==> config.mk <==
export PLATFORM = sky130hd
export DESIGN_NAME = rv32_fxdiv_unit
export DESIGN_NICKNAME = d
export VERILOG_FILES = /design/src/rtl/rv32_fxdiv_unit_pkg.sv /design/src/rtl/rv32_fxdiv_step.sv /design/src/rtl/rv32_fxdiv_unit.sv
export SDC_FILE = /design/constraint.sdc
export NUM_CORES = 1
export LEC_CHECK = 0
export CORE_AREA = 4 4 133 166
export DETAILED_ROUTE_END_ITERATION = 10
export DIE_AREA = 0 0 137 170
export PLACE_DENSITY = 0.86
export SLEW_MARGIN = 10
export SYNTH_ARGS = -nofsm -noshare
export SYNTH_HDL_FRONTEND = slang
export SYNTH_SLANG_ARGS = --single-unit
export TNS_END_PERCENT = 1
==> constraint.sdc <==
create_clock -name clk -period 9.5 [get_ports clk]
set_input_delay 2.375 -clock clk [delete_from_list [all_inputs] [get_ports clk]]
set_output_delay 2.375 -clock clk [all_outputs]
set_load 0.05 [all_outputs]
==> src/rtl/rv32_fxdiv_unit_pkg.sv <==
// Shared types and constants for the rv32 fixed-point divider.
package rv32_types;

  typedef logic [31:0] rv32_word;

  typedef enum logic [1:0] {
    FXDIV_IDLE,
    FXDIV_CALC,
    FXDIV_DONE
  } fxdiv_state_t;

  localparam rv32_word FXDIV_DIV0_RESULT = 32'hFFFF_FFFF;
  localparam int unsigned FXDIV_SCALE_W = 5;

  // Unsigned magnitude; -2^31 maps to 32'h8000_0000 which reads back as 2^31.
  function automatic rv32_word fxdiv_abs(input rv32_word v);
    return v[31] ? rv32_word'(-v) : v;
  endfunction

endpackage

==> src/rtl/rv32_fxdiv_step.sv <==
// One combinational restoring-division step: shift in a dividend bit, conditionally subtract.
module rv32_fxdiv_step (
  input  logic [32:0] rem_i,
  input  logic        bit_i,
  input  logic [31:0] divisor_i,
  output logic [32:0] rem_next_o,
  output logic        qbit_o
);

  logic [33:0] shifted;
  logic [32:0] diff;

  assign shifted    = {rem_i, bit_i};
  assign qbit_o     = (shifted >= {2'b00, divisor_i});
  assign diff       = shifted[32:0] - {1'b0, divisor_i};
  assign rem_next_o = qbit_o ? diff : shifted[32:0];

endmodule

==> src/rtl/rv32_fxdiv_unit.sv <==
// Iterative signed fixed-point divider: trunc((dividend << scale) / divisor), low 32 bits.
module rv32_fxdiv_unit
  import rv32_types::*;
#(
  parameter int unsigned STEPS_PER_CYCLE = 1
) (
  input  logic       clk,
  input  logic       rst,
  input  logic       flush,
  input  logic       in_valid,
  output logic       in_ready,
  input  logic [31:0] dividend,
  input  logic [31:0] divisor,
  input  logic [2:0] low_bits_selected_scale,
  input  logic [1:0] high_bit_selected_scale,
  output logic       out_valid,
  input  logic       out_ready,
  output logic [31:0] result
);

  localparam int unsigned N = 64 / STEPS_PER_CYCLE;

  fxdiv_state_t state_q, state_d;
  logic [5:0]   cnt_q, cnt_d;
  logic [63:0]  dq_q, dq_d;
  logic [32:0]  rem_q, rem_d;
  rv32_word     dvs_q, dvs_d;
  logic         qsign_q, qsign_d;
  rv32_word     result_q, result_d;

  logic [FXDIV_SCALE_W-1:0]   scale;
  logic [32:0]                rem_chain [STEPS_PER_CYCLE+1];
  logic [STEPS_PER_CYCLE-1:0] qbits;
  logic [63:0]                dq_next;
  rv32_word                   q_signed;

  assign scale = {high_bit_selected_scale, low_bits_selected_scale};

  // dq_q holds the shifted dividend in its upper bits while quotient bits enter at the bottom.
  assign rem_chain[0] = rem_q;
  for (genvar k = 0; k < STEPS_PER_CYCLE; k++) begin : g_step
    rv32_fxdiv_step u_step (
      .rem_i      (rem_chain[k]),
      .bit_i      (dq_q[63-k]),
      .divisor_i  (dvs_q),
      .rem_next_o (rem_chain[k+1]),
      .qbit_o     (qbits[STEPS_PER_CYCLE-1-k])
    );
  end

  assign dq_next  = {dq_q[63-STEPS_PER_CYCLE:0], qbits};
  assign q_signed = qsign_q ? rv32_word'(-dq_next[31:0]) : dq_next[31:0];

  always_comb begin
    state_d  = state_q;
    cnt_d    = cnt_q;
    dq_d     = dq_q;
    rem_d    = rem_q;
    dvs_d    = dvs_q;
    qsign_d  = qsign_q;
    result_d = result_q;
    if (flush) begin
      state_d = FXDIV_IDLE;
    end else begin
      unique case (state_q)
        FXDIV_IDLE: begin
          if (in_valid) begin
            qsign_d = dividend[31] ^ divisor[31];
            dq_d    = 64'(fxdiv_abs(dividend)) << scale;
            dvs_d   = fxdiv_abs(divisor);
            rem_d   = '0;
            cnt_d   = 6'(N - 1);
            if (divisor == '0) begin
              result_d = FXDIV_DIV0_RESULT;
              state_d  = FXDIV_DONE;
            end else begin
              state_d  = FXDIV_CALC;
            end
          end
        end
        FXDIV_CALC: begin
          dq_d  = dq_next;
          rem_d = rem_chain[STEPS_PER_CYCLE];
          if (cnt_q == '0) begin
            result_d = q_signed;
            state_d  = FXDIV_DONE;
          end else begin
            cnt_d = cnt_q - 6'd1;
          end
        end
        FXDIV_DONE: begin
          if (out_ready) state_d = FXDIV_IDLE;
        end
        default: state_d = FXDIV_IDLE;
      endcase
    end
  end

  always_ff @(posedge clk) begin
    if (rst) begin
      state_q  <= FXDIV_IDLE;
      cnt_q    <= '0;
      dq_q     <= '0;
      rem_q    <= '0;
      dvs_q    <= '0;
      qsign_q  <= 1'b0;
      result_q <= '0;
    end else begin
      state_q  <= state_d;
      cnt_q    <= cnt_d;
      dq_q     <= dq_d;
      rem_q    <= rem_d;
      dvs_q    <= dvs_d;
      qsign_q  <= qsign_d;
      result_q <= result_d;
    end
  end

  assign in_ready  = (state_q == FXDIV_IDLE);
  assign out_valid = (state_q == FXDIV_DONE);
  assign result    = result_q;

endmodule
==> results.yml <==
clock_tree:
  clockBufferDepth: 2
  postCtsSetupBuffers: 0
  clk_pin_slew_ps: 70
  cts_tree: "built"
  cts_buffers: 17
  cts_hold_buf: 0
  insertion_delay_ps: 430
  cts.sinks: 170
  cts_resized: 0
  root_buffer: "clkbuf_16"
  cts.htree.levels: 4
power_and_ir_drop:
  leakagePower_nw: 5.487
  power_density_mw_per_mm2: 144.5
  internal-power_mw: 1.401
  p_sw_frac: 0.3336
  p_comb_frac: 0.283
  p_seq_frac: 0.375
  peakVddDrop_mv: 0.09765
  p_sw_uw: 701.4
  clkPwrFrac: 0.343
  power.total_mw: 2.103
setup_path:
  path_max_fanout: 32
  worstSetupStartpoint: "divisor[4]"
  start_kind: "primary input"
  setup.worst_path.class: "in -> reg"
  end_kind: "register"
  r2r_slack_ps: 4220
  worstPathArrival_ps: 6350
  r2r-start: "dvs_q[2]$_SDFFE_PP0P_"
  cp.required_ps: 9850
sta:
  final_max_slew_viol_count: 0
  rsz0062_at_grt: "no"
  finalHoldViolCount: 0
  fin_skew_ps: 8.643
  fin_crit_sh: 0.6315
  setup_viol: 0
  max_freq_mhz: 166.7
  period_needed_ps: 5999
  layout_setup_ws_ps: 3501
  fin_setup_tns_ps: 0
  tightest_slew_ps: 1172
  max_slew_margin: 0.2159
global_route:
  grt_pass1_vias: 12476
  track_usage: 0.3192
  grt-ovfl-total: 0
  antenna_found_initial: 0
  grt_max_degree: 65
  grt_pass1_wl_um: 61140
  use_met3: 0.06268
  use_met2: 0.5319
  grt_busiest_layer: "met2"
  use_met1: 0.3902
placed_design:
  routabilityCongestion: 1.033
  numPortBuffers: 107
  place_area_mm2: 0.01394
  hpwlAfterDp_um: 27210
  post-place-ws_ps: 3070
logic_synthesis:
  synth-main-ff-cell: "dfxtp_1"
  syn_area_mm2: 0.01293
  synth_top_family_by_area: "compound AO/OA/AOI/OAI gates"
  synth-simple-area-share: 0.2077
  synthDistinctLibCells: 78
  synth.area.top_cells: "dfxtp_1 (26%), nor2_1 (5.7%), mux2i_1 (4.5%)"
  yosys.area.top_type_share: 0.2632
  yosys.area_share.xor_xnor: 0.06637
  synth-adder-area-share: 0.03638
  synthCells: 1698
  async_flop_share: 0
  synth_area_leader_cell: "dfxtp_1"
  muxShareOfSynthArea: 0.07885
  synth-seq-cells: 170
  yosysSeqAreaShare: 0.2632
  synth_compound_area_frac: 0.2887
  syn_nets: 1809
  synth_edf_count: 0
  syn_area_per_cell_um2: 7.616
  yosys_warnings: 0
layout:
  stdcell_area_mm2: 0.01455
  antenna_cells: 0
  drive_gt1_frac: 0.07388
  synthToLayoutAreaGrowth_pct: 12.51
  final_cell_mix: "nor2_1 (195), dfxtp_1 (170), nand2_1 (123)"
  nets: 1817
  final_common_cell: "nor2_1"
floorplanning:
  die-area_mm2: 0.02329
  die_w_um: 137
  rows: 59
  fp.coreArea_mm2: 0.02067
  die_h_um: 170
  ios: 108
  floorplan.initialDensity: 0.6257
run:
  maxCapViolations: 0
routing:
  wl_um: 38080
  drc: 0
  num_vias: 13325
  vias_per_cell: 6.686
  wire_per_inst_um: 19.10
  first_pass_iters: 7
  detailedRoute.firstIterationViolations: 1575
  antenna_left: 0
outcome:
  status: "finished, final reports clean"
min_path:
  hold_path.class: "reg -> reg"
  min_from: "dvs_q[31]$_SDFFE_PP0P_"
-- final cells by class --
cell class,count,area [um2]
clock buffers,18,439.2
clock inverters,14,170.2
fillers,1703,6120
inverters,60,225.2
multi-input cells,1333,8793
flip-flops and latches,170,3403
well taps,274,342.8
repair buffers,124,1176
-- worst max-delay path, stage by stage --
cell             delay [ps]
clkdlybuf4s50_1         460
nor4_1                  390
nand2_1                 150
or4_1                   480
or3_1                   440
nand2b_1                210
or4_4                   480
o41a_1                  460
a211oi_2                220
buf_4                   340
o21ai_0                 130
a211oi_1                200
-- power groups by stage --
stage               logic [mW]  clock network [mW]  registers, mW
finish                   0.595               0.721          0.788
floorplan                0.403                   0          0.808
global placement         0.566                   0          0.800
global route             0.644               0.757          0.792
CTS                      0.582               0.727          0.786
detailed placement       0.576                   0          0.802
-- path summary, 6_finish.rpt --
check                       endpoint  cells past startpoint
max          result[23]$_SDFFE_PP0P_                     12
min           dvs_q[31]$_SDFFE_PP0P_                      2
max reg2reg  result[30]$_SDFFE_PP0P_                     19
min reg2reg   dvs_q[31]$_SDFFE_PP0P_                      2
-- registers in the layout, indices dropped and copies added (netlist names) --
| signal | count |
|---|---|
| dq_q | 64 |
| rem_q | 33 |
| dvs_q | 32 |
| result | 32 |
| cnt_q | 6 |
| state_q | 2 |
| qsign_q | 1 |
-- metal layers --
metal  part of all wire  routed length, um  vias up
met1               0.40              15220     6186
met3              0.072               2735      151
li1                   -                  -     6319
met4              0.047               1804        0
met2               0.48              18320      669
met5                  0                  0        -
-- per-stage QoR --
| step | hold slack [ps] | cells | util |
|---|---|---|---|
| final | 455.9 | 1993 | 0.7039 |
| after global routing | 495.7 | 1993 | 0.7039 |
| after CTS | 455.3 | 1993 | 0.7039 |
| after detailed placement | 442.6 | 1961 | 0.6745 |
| after global placement | 424.6 | 1961 | 0.6745 |
| after floorplan | 416.8 | 1698 | - |
-- cells in the mapped netlist (all sizes together) (5+ instances only) --
library cell,instances
and2,12
or4,20
nor2b,11
and4,5
dfxtp,170
o221ai,7
o21a,7
o211a,5
nand3,33
xor2,56
a21o,29
o211ai,26
a211oi,60
inv,59
buf,13
nor2,196
clkbuf,122
xnor2,42
a22oi,10
a21oi,101
nor4,23
nor3,65
nand2,123
o31ai,24
a221o,6
a32oi,7
mux2,33
o311ai,5
o41ai,15
ha,36
o22ai,15
and3,10
o21ai,115
o32ai,6
a311oi,5
or2,12
mux2i,58
or3,16
a31oi,17
nand4,9
o221a,11
a221oi,33
a22o,10
nand2b,20
-- cell families after synthesis --
kind of cell,Yosys count
AOI/OAI and AO/OA,539
xor gates and xnor gates,98
adders and majority gates,37
buffers and inverters,195
DFF,170
muxes,94
and+or+nand+nor,565
(Power assumes the default switching activity.)
